[src/rtl/gbuff_stream_reader_pkg.sv]
// Shared global-buffer definitions: word geometry and stream-reader FSM encodings.
// Latency: n/a (package only).
// Backpressure: n/a (package only).
package gbuff_stream_reader_pkg;

    localparam int WORD_SIZE      = 16;
    localparam int WORD_ADDR_BITS = 8;
    localparam int WORD_CNT       = 1 << WORD_ADDR_BITS;

    typedef enum logic [1:0] {
        ST_IDLE  = 2'd0,
        ST_RUN   = 2'd1,
        ST_DRAIN = 2'd2
    } state_t;

endpackage

[src/rtl/gbuff_rd_fifo.sv]
// Two-entry FIFO holding global-buffer read data ahead of the output stream.
// Latency: a pushed word is visible at the head the cycle after the push.
// Backpressure: none internally; the caller's credit rule guarantees no push when full.
//
// Ports: clk/reset (sync, active-high); push/push_data write side;
// pop read side (caller only pops when valid); valid, head_data, count status.
module gbuff_rd_fifo
    import gbuff_stream_reader_pkg::*;
(
    input  logic                 clk,
    input  logic                 reset,
    input  logic                 push,
    input  logic [WORD_SIZE-1:0] push_data,
    input  logic                 pop,
    output logic                 valid,
    output logic [WORD_SIZE-1:0] head_data,
    output logic [1:0]           count
);

    logic [WORD_SIZE-1:0] mem_q [2];
    logic                 wr_ptr_q;
    logic                 rd_ptr_q;
    logic [1:0]           cnt_q;

    always_ff @(posedge clk) begin
        if (reset) begin
            // Storage is cleared so the head reads as zero after reset.
            mem_q[0] <= '0;
            mem_q[1] <= '0;
            wr_ptr_q <= 1'b0;
            rd_ptr_q <= 1'b0;
            cnt_q    <= 2'd0;
        end else begin
            if (push) begin
                mem_q[wr_ptr_q] <= push_data;
                wr_ptr_q        <= ~wr_ptr_q;
            end
            if (pop) begin
                rd_ptr_q <= ~rd_ptr_q;
            end
            if (push && !pop) begin
                cnt_q <= cnt_q + 2'd1;
            end else if (pop && !push) begin
                cnt_q <= cnt_q - 2'd1;
            end
        end
    end

    assign valid     = (cnt_q != 2'd0);
    assign head_data = mem_q[rd_ptr_q];
    assign count     = cnt_q;

endmodule

[src/rtl/gbuff_stream_reader.sv]
// Streams a burst of global-buffer words (base_addr, length) out on a valid/ready port.
// Latency: first word valid 2 cycles after the start edge; one word per cycle when out_ready is high.
// Backpressure: reads are credit-limited to 2 (FIFO + in flight); out_valid/out_data hold while stalled.
//
// Ports: clk/reset (sync, active-high); start/base_addr/length burst request;
// busy/done status; sram_wen/sram_addr/sram_do global-buffer read port (1-cycle read);
// out_valid/out_data/out_ready output stream.
module gbuff_stream_reader
    import gbuff_stream_reader_pkg::*;
(
    input  logic                      clk,
    input  logic                      reset,
    input  logic                      start,
    input  logic [WORD_ADDR_BITS-1:0] base_addr,
    input  logic [WORD_ADDR_BITS:0]   length,
    output logic                      busy,
    output logic                      done,
    output logic                      sram_wen,
    output logic [WORD_ADDR_BITS-1:0] sram_addr,
    input  logic [WORD_SIZE-1:0]      sram_do,
    output logic                      out_valid,
    output logic [WORD_SIZE-1:0]      out_data,
    input  logic                      out_ready
);

    state_t                    state_q;
    state_t                    state_d;
    logic [WORD_ADDR_BITS-1:0] addr_q;
    logic [WORD_ADDR_BITS:0]   rd_left_q;
    logic [WORD_ADDR_BITS:0]   out_left_q;
    logic                      inflight_q;
    logic                      done_q;

    logic                      fifo_valid;
    logic [1:0]                fifo_cnt;
    logic                      pop;
    logic                      issue;
    logic [2:0]                pending;
    logic                      credit_ok;

    assign pop = fifo_valid & out_ready;

    // Occupancy is taken after this cycle's pop so a word leaving the FIFO frees
    // its slot immediately; without that the stream could not sustain one word per cycle.
    assign pending   = {1'b0, fifo_cnt} + {2'b00, inflight_q} - {2'b00, pop};
    assign credit_ok = (pending < 3'd2);

    always_ff @(posedge clk) begin
        if (reset) begin
            state_q <= ST_IDLE;
        end else begin
            state_q <= state_d;
        end
    end

    always_comb begin
        state_d = state_q;
        issue   = 1'b0;
        case (state_q)
            ST_IDLE: begin
                if (start && (length != '0)) begin
                    state_d = ST_RUN;
                end
            end
            ST_RUN: begin
                if (credit_ok) begin
                    issue = 1'b1;
                    if (rd_left_q == (WORD_ADDR_BITS + 1)'(1)) begin
                        state_d = ST_DRAIN;
                    end
                end
            end
            ST_DRAIN: begin
                if (pop && (out_left_q == (WORD_ADDR_BITS + 1)'(1))) begin
                    state_d = ST_IDLE;
                end
            end
            default: begin
                state_d = ST_IDLE;
            end
        endcase
    end

    always_ff @(posedge clk) begin
        if (reset) begin
            addr_q     <= '0;
            rd_left_q  <= '0;
            out_left_q <= '0;
            inflight_q <= 1'b0;
            done_q     <= 1'b0;
        end else begin
            inflight_q <= issue;
            done_q     <= 1'b0;
            if ((state_q == ST_IDLE) && start) begin
                // A zero-length burst only produces the done pulse; no address is latched.
                if (length == '0) begin
                    done_q <= 1'b1;
                end else begin
                    addr_q     <= base_addr;
                    rd_left_q  <= length;
                    out_left_q <= length;
                end
            end
            if (issue) begin
                addr_q    <= addr_q + WORD_ADDR_BITS'(1);
                rd_left_q <= rd_left_q - (WORD_ADDR_BITS + 1)'(1);
            end
            if (pop) begin
                out_left_q <= out_left_q - (WORD_ADDR_BITS + 1)'(1);
                if ((state_q == ST_DRAIN) && (out_left_q == (WORD_ADDR_BITS + 1)'(1))) begin
                    done_q <= 1'b1;
                end
            end
        end
    end

    // Read data returns one cycle after issue, so the in-flight flag is the push strobe.
    gbuff_rd_fifo u_rd_fifo (
        .clk       (clk),
        .reset     (reset),
        .push      (inflight_q),
        .push_data (sram_do),
        .pop       (pop),
        .valid     (fifo_valid),
        .head_data (out_data),
        .count     (fifo_cnt)
    );

    assign busy      = (state_q != ST_IDLE);
    assign done      = done_q;
    assign sram_wen  = 1'b0;
    assign sram_addr = addr_q;
    assign out_valid = fifo_valid;

endmodule

[config.mk]
export PLATFORM = sky130hd
export DESIGN_NAME = gbuff_stream_reader
export DESIGN_NICKNAME = d
export VERILOG_FILES = /design/src/rtl/gbuff_stream_reader_pkg.sv /design/src/rtl/gbuff_rd_fifo.sv /design/src/rtl/gbuff_stream_reader.sv
export SDC_FILE = /design/constraint.sdc
export NUM_CORES = 1
export LEC_CHECK = 0
export CAP_MARGIN = 20
export CORE_MARGIN = 8
export CORE_UTILIZATION = 54
export CTS_BUF_LIST = sky130_fd_sc_hd__clkbuf_8
export DETAILED_ROUTE_END_ITERATION = 8
export PLACE_DENSITY = 0.83
export SKIP_CTS_REPAIR_TIMING = 1
export SYNTH_ARGS = -nofsm -noshare
export SYNTH_HDL_FRONTEND = slang
export SYNTH_SLANG_ARGS = --single-unit
[constraint.sdc]
create_clock -name clk -period 3.75 [get_ports clk]
set_clock_uncertainty 0.2 [all_clocks]
set_input_delay 1.125 -clock clk [delete_from_list [all_inputs] [get_ports clk]]
set_output_delay 1.125 -clock clk [all_outputs]
set_load 0.01 [all_outputs]
==> flow_metrics.py, run 1 <==
metrics = {
    "run_status": {
        "outcome": "complete, no violations",
    },
    "worst_setup_path": {
        "cp.depth": 11,
        "slowest_stage": "clkdlybuf4s50_1",
        "rr_startpoint": "u_rd_fifo.count[1]",
        "slowest_delay_ns": 0.49,
        "cp-start-kind": "primary input",
        "r2r_end": "sram_addr[4]",
        "cp-startpoint": "out_ready",
        "cp.required_ns": 3.81,
        "endpoint": "sram_addr[4]",
        "cp.arrival_ns": 3.58,
        "endpoint_kind": "flip-flop",
        "worst-setup-path-type": "primary input to flip-flop",
        "rr_worst_depth": 10,
        "path_cells": "clkdlybuf4s50_1, o21a_1, inv_1, nor2_1, o21ai_0, fa_1, xnor2_1, nand3_2, buf_4, or3_1, a31oi_1",
        "path_max_fanout": 7,
        "critical-path-top-delay-family": "buffers and inverters",
        "r2r_slack_ns": 0.96,
        "critical_path_buf_inv_count": 3,
    },
    "power_and_ir_drop": {
        "cellPowerDensity_mw_per_mm2": 576,
        "p_leak_nw": 1.62,
        "peakVddDrop_mv": 0.407,
    },
    "hold_path": {
        "min_from": "u_rd_fifo.rd_ptr_q",
        "hp-class": "flip-flop to flip-flop",
    },
    "synthesis": {
        "syn_nets": 372,
        "netlist-cell-type-count": 65,
        "async_reset_ff_share_pct": 0,
        "yosysWarnings": 0,
        "synth-seq-cells": 67,
        "syn_avg_cell_area_sq_um": 10.5,
        "syn_inst": 328,
        "synth_ff_type": "dfxtp_1",
        "syn_area_sq_mm": 0.00346,
        "synth-edff-count": 32,
        "yosysSeqAreaShare_pct": 48.0,
    },
    "layout": {
        "design_area_sq_mm": 0.00439,
        "fill_cells": 494,
        "area_delta_synth_final_pct": 26.8,
        "finalNonFillerCells": 480,
        "drive_gt1_share_pct": 16.9,
        "layout.area.seq_sq_mm": 0.00166,
        "final_cell_mix": "clkdlybuf4s50_1, and2_1, dfxtp_1",
        "fin_nets": 442,
        "multiInputGateArea_sq_mm": 0.00167,
        "diodes": 0,
        "final_common_cell": "clkdlybuf4s50_1",
    },
    "timing": {
        "rsz0062_at_grt": "no",
        "slew_violations": 0,
        "worst_slew_pin_slew_ns": 0.887,
        "slew_headroom_pct": 40.4,
        "finalCriticalPeriod_ns": 3.53,
        "setup_violations": 0,
        "post-route-period-util_pct": 94.1,
        "hold_viol": 0,
        "fmax_ghz": 0.283,
    },
    "grt": {
        "antenna_found_initial": 0,
        "grt_max_degree": 35,
        "grt_overflow": 0,
        "grtUsageTotal_pct": 19.0,
        "first_global_vias": 2812,
        "grt_pass1_wl_mm": 13.5,
    },
    "floorplanning": {
        "initial_utilization_pct": 55.1,
        "ios": 65,
        "dieArea_sq_mm": 0.00922,
        "die_height_microns": 96.0,
        "coreArea_sq_mm": 0.00628,
        "die_w_microns": 96.0,
        "rows": 29,
    },
    "route": {
        "vias": 2799,
        "wl_per_cell_microns": 17.0,
        "drc": 0,
        "drt_iter0_drc": 147,
        "routed_wl_mm": 8.14,
        "dr.pass1.iters": 5,
        "ant_nets": 0,
        "drt-vias-per-instance": 5.83,
    },
    "place": {
        "dp_hpwl_mm": 5.90,
        "dpl-instance-area_sq_mm": 0.00420,
        "place.gp.congestion": 0.836,
        "numPortBuffers": 63,
        "post-place-cells": 464,
    },
    "cts": {
        "clk_pin_slew_ns": 0.07,
        "cts_max_level": 3,
        "worstSkewPairLatency_ns": 0.34,
        "cts_buffers": 9,
        "clockBufferDepth": 2,
        "cts_sinks": 67,
        "cts_tree": "done",
        "clockRootBuffer": "clkbuf_8",
    },
    "job": {
        "max-cap-violations": 0,
    },
}
[cell usage after synthesis, types with 7 or more instances]
cell,instances,area [sq um]
a211oi_1,7,52.6
a21oi_1,14,70.1
a31oi_1,9,56.3
and2_1,35,219
clkbuf_1,10,37.5
dfxtp_1,35,701
edfxtp_1,32,961
inv_1,10,37.5
mux2_2,16,180
nand2_1,11,41.3
nand3_1,12,60.1
nor2_1,19,71.3
nor3_1,9,45.0
or3_1,7,43.8
[through the flow]
stage	util (%)	setup WS (ns)	TNS (ns)	hold WS, ns	total power [mW]
after CTS	69.8	0.215	0	0.299	2.53
after floorplan	-	0.205	0	0.249	1.59
after global placement	66.9	-0.0130	-0.0254	0.266	1.92
final	69.9	0.222	0	0.300	2.53
after detailed placement	66.9	-0.143	-0.475	0.289	1.96
after global routing	69.9	0.0302	0	0.315	2.69
[how the worst min path moves through the flow]
stage | to | slack, ns | cells after the start
4_1_cts | rd_left_q[7] | 0.30 | 2
5_1_grt | rd_left_q[7] | 0.31 | 2
3_3_place_gp | rd_left_q[7] | 0.27 | 2
3_5_place_dp | rd_left_q[7] | 0.29 | 2
2_1_floorplan | out_left_q[4] | 0.25 | 1
6_report | flip-flop | 0.30 | 2
[cells by family after synthesis]
kind of cell	Yosys count	share of synthesized area, %
and+or+nand+nor	129	21.3
AOI/OAI and AO/OA	70	16.3
DFF	67	48.0
buffers and inverters	29	3.94
muxes	17	5.50
xor gates and xnor gates	8	2.03
adders and majority gates	7	2.75
other	1	0.108
[worst min-delay path: cells and delay by family (launching register included)]
kind,cells,cell delay (ns)
xor+xnor,1,0.08
flops,1,0.32
simple gates,1,0.07
[registers in the layout, indices dropped and copies added, names as in the netlist, named ones only]
| name | flops |
|---|---|
| done | 1 |
| inflight_q | 1 |
| out_left_q | 9 |
| rd_left_q | 9 |
| sram_addr | 8 |
| state_q | 2 |
| u_rd_fifo.count | 2 |
| u_rd_fifo.mem_q | 32 |
| u_rd_fifo.rd_ptr_q | 1 |
| u_rd_fifo.wr_ptr_q | 1 |
[cell type report]
type / instances / area share, %
timing repair buffer: 77 / 16.8
clock inverter: 7 / 1.40
sequential: 67 / 37.9
tap: 77 / 2.20
multi-input combinational: 232 / 38.0
inverter: 11 / 0.941
clock buffer: 9 / 2.82
[where the power goes]
group          internal [mW]  switching (mW)
combinational          0.483           0.476
sequential             0.888           0.107
clock                  0.299           0.274
[routing by layer]
metal / GRT usage [%] / vias to the layer above / wire (microns)
met3: 6.16 / 12 / 482
met2: 30.1 / 78 / 3950
li1: - / 1364 / -
met4: 8.07 / 0 / 157
met5: 0 / - / 0
met1: 23.1 / 1345 / 3560
Note: power is estimated with default switching activity, not from simulation.
==> run 2, diff against run 1 <==
--- a/config.mk
+++ b/config.mk
@@ -10,8 +10,10 @@
 export CORE_UTILIZATION = 54
 export CTS_BUF_LIST = sky130_fd_sc_hd__clkbuf_8
 export DETAILED_ROUTE_END_ITERATION = 8
-export PLACE_DENSITY = 0.83
+export PLACE_DENSITY = 0.84
+export REMOVE_ABC_BUFFERS = 1
 export SKIP_CTS_REPAIR_TIMING = 1
 export SYNTH_ARGS = -nofsm -noshare
 export SYNTH_HDL_FRONTEND = slang
+export SYNTH_HIERARCHICAL = 1
 export SYNTH_SLANG_ARGS = --single-unit
==> run 2 against run 1 <==
  * Non-clock buffer count shrank 6
  * Worst setup slack gained 0.067 ns
  * Combinational power shrank 9.7%
  * Critical path type unchanged
  * Largest power group unchanged
  * Highest routed layer unchanged
==> flow_metrics.py, run 2 <==
metrics = {
    "grt": {
        "first_global_vias": 2760,
        "antenna_found_initial": 0,
        "grt_max_degree": 50,
        "grt_overflow": 0,
        "grt_pass1_wl_mm": 13.2,
        "grtUsageTotal_pct": 18.5,
    },
    "synthesis": {
        "synthSimpleGateAreaFrac_pct": 23.1,
        "synth_fa_ha_area_share_pct": 2.83,
        "synth_ff_type": "dfxtp_1",
        "synth_compound_area_share_pct": 13.8,
        "syn_avg_cell_area_sq_um": 10.1,
        "syn_area_sq_mm": 0.00337,
        "synth_commonest_cells": "nor2_1, dfxtp_1, edfxtp_1",
        "yosys.cell_count.top_type": "nor2_1",
        "synth_top_cell_area_share_pct": 28.6,
        "yosysWarnings": 6,
        "synthMuxAreaShare_pct": 5.35,
        "syn_inst": 334,
        "synth-edff-count": 32,
        "yosysSeqAreaShare_pct": 49.4,
        "post_synth_xor_area_fraction_pct": 1.82,
        "synth-seq-cells": 67,
        "netlist-cell-type-count": 58,
        "synth_top_family_by_area": "simple AND/OR/NAND/NOR gates",
        "synth.area.top_cells": "edfxtp_1, dfxtp_1, nor2_1, mux2_2, nand2b_1",
        "async_reset_ff_share_pct": 0,
        "netlist.top_cell.by_area": "edfxtp_1",
    },
    "floorplanning": {
        "rows": 28,
        "coreArea_sq_mm": 0.00599,
        "initial_utilization_pct": 56.2,
        "ios": 65,
        "die_height_microns": 95.0,
        "die_w_microns": 95.0,
        "dieArea_sq_mm": 0.00902,
    },
    "cts": {
        "cts_max_level": 3,
        "cts_tree": "done",
        "worstSkewPairLatency_ns": 0.33,
        "cts_buffers": 9,
        "cts_sinks": 67,
        "clk_pin_slew_ns": 0.08,
        "clockRootBuffer": "clkbuf_8",
        "clockBufferDepth": 2,
    },
    "worst_setup_path": {
        "worst-setup-path-type": "primary input to flip-flop",
        "cp.required_ns": 3.75,
        "path_max_fanout": 3,
        "cp.arrival_ns": 3.46,
        "cp-start-kind": "primary input",
        "endpoint_kind": "flip-flop",
    },
    "layout": {
        "layout.area.seq_sq_mm": 0.00166,
        "final_cell_mix": "clkdlybuf4s50_1, nor2_1, dfxtp_1",
        "top_register": "u_rd_fifo/mem_q",
        "largestRegisters": "u_rd_fifo/mem_q (32), out_left_q (9), rd_left_q (9)",
        "area_delta_synth_final_pct": 27.2,
        "postLayoutCoreUtil_pct": 71.5,
        "largest_register_ffs": 32,
        "diodes": 0,
        "drive_gt1_share_pct": 13.9,
        "final_common_cell": "clkdlybuf4s50_1",
        "fill_cells": 459,
        "fin_nets": 443,
        "design_area_sq_mm": 0.00428,
        "multiInputGateArea_sq_mm": 0.00158,
    },
    "place": {
        "dp_hpwl_mm": 5.40,
        "numPortBuffers": 63,
        "place.gp.congestion": 0.853,
        "dpl-instance-area_sq_mm": 0.00407,
    },
    "route": {
        "dr.pass1.iters": 4,
        "routed_wl_mm": 7.89,
        "drt-vias-per-instance": 5.79,
        "drt_iter0_drc": 165,
        "ant_nets": 0,
        "wl_per_cell_microns": 16.5,
        "vias": 2774,
        "drc": 0,
    },
    "timing": {
        "worst_slew_pin_slew_ns": 0.815,
        "slew_headroom_pct": 45.7,
        "rsz0062_at_grt": "no",
        "post-route-period-util_pct": 92.3,
        "finalCriticalPeriod_ns": 3.46,
        "tns_ns": 0,
        "hold_ws_ns": 0.288,
        "setup_violations": 0,
        "hold_viol": 0,
        "slew_violations": 0,
        "fmax_ghz": 0.289,
    },
    "power_and_ir_drop": {
        "p_total_mw": 2.51,
        "p_seq_share_pct": 39.4,
        "sw_frac_of_total_pct": 32.7,
        "p_leak_nw": 1.54,
        "comb_power_share_pct": 34.5,
        "internal-power_mw": 1.69,
        "net-switching-power_mw": 0.821,
        "clkPwrFrac_pct": 26.0,
        "cellPowerDensity_mw_per_mm2": 586,
        "peakVddDrop_mv": 0.294,
    },
    "run_status": {
        "outcome": "complete, no violations",
    },
    "hold_path": {
        "hp-class": "flip-flop to flip-flop",
    },
    "job": {
        "max-cap-violations": 0,
    },
}
run 2: cell count changes after synthesis, sizes merged, moves of 4 or more:
| cell | change |
|---|---|
| a2111oi | -4 |
| a211oi | -4 |
| and2 | -32 |
| and3 | -6 |
| nand2 | +7 |
| nand2b | +20 |
| nor2 | +29 |
| o211ai | +4 |
| or3 | +4 |
run 2: logic make-up after synthesis:
logic type,after synthesis
multiplexers,16
XOR/XNOR,7
AO/OA/AOI/OAI,61
AND/OR/NAND/NOR,150
flip-flops,67
other,1
buffers and inverters,25
adder cells (fa/ha/maj),7
run 2: per-stage QoR:
step | cells | setup slack (ns)
after floorplan | 317 | 0.101
after global placement | 463 | 0.101
after detailed placement | 463 | 0.0155
after CTS | 479 | 0.274
after global routing | 479 | 0.147
final | 479 | 0.289
run 2: layout make-up:
type,instances,area share (%)
clock buffers,9,2.89
repair buffers,71,16.3
well taps,75,2.19
clock inverters,7,2.16
flip-flops and latches,67,38.8
multi-input cells,242,36.9
inverters,8,0.701
run 2: power groups by stage:
stage	sequential (mW)	clock [mW]	combinational (mW)
6_report	0.989	0.653	0.866
2_1_floorplan	0.979	0	0.523
3_5_place_dp	1.00	0	0.859
5_1_grt	1.01	0.698	0.955
4_1_cts	0.988	0.664	0.867
3_3_place_gp	0.995	0	0.837
run 2: path summary, 6_finish.rpt:
check                          start            end  slack (ns)  cells after the start
setup / recovery           out_ready   rd_left_q[6]        0.29                      9
hold / removal         out_left_q[8]  out_left_q[8]        0.29                      1
setup reg to reg  u_rd_fifo/count[1]   rd_left_q[6]        0.79                      9
hold reg to reg        out_left_q[8]  out_left_q[8]        0.29                      1
run 2: worst max-delay path: stages:
cell and delay, ns:
clkdlybuf4s50_1 0.45, nand2_1 0.08, nor2_1 0.12, o21ai_0 0.12
fa_1 0.54, nor3b_1 0.28, nand4_1 0.21, o311ai_0 0.41
a21oi_1 0.12
run 2: layer usage:
metal / wire [microns] / GRT usage (%)
met5: 0 / 0
met3: 566 / 3.73
met1: 3440 / 24.2
met4: 123 / 7.41
met2: 3760 / 29.4
==> run 3, diff against run 2 <==
--- a/config.mk
+++ b/config.mk
@@ -9,6 +9,7 @@
 export CORE_MARGIN = 8
 export CORE_UTILIZATION = 54
 export CTS_BUF_LIST = sky130_fd_sc_hd__clkbuf_8
+export CTS_CLUSTER_SIZE = 25
 export DETAILED_ROUTE_END_ITERATION = 8
 export PLACE_DENSITY = 0.84
 export REMOVE_ABC_BUFFERS = 1
==> results of run 3 <==
Final layout, timing and power as in run 2 (identical DEF).
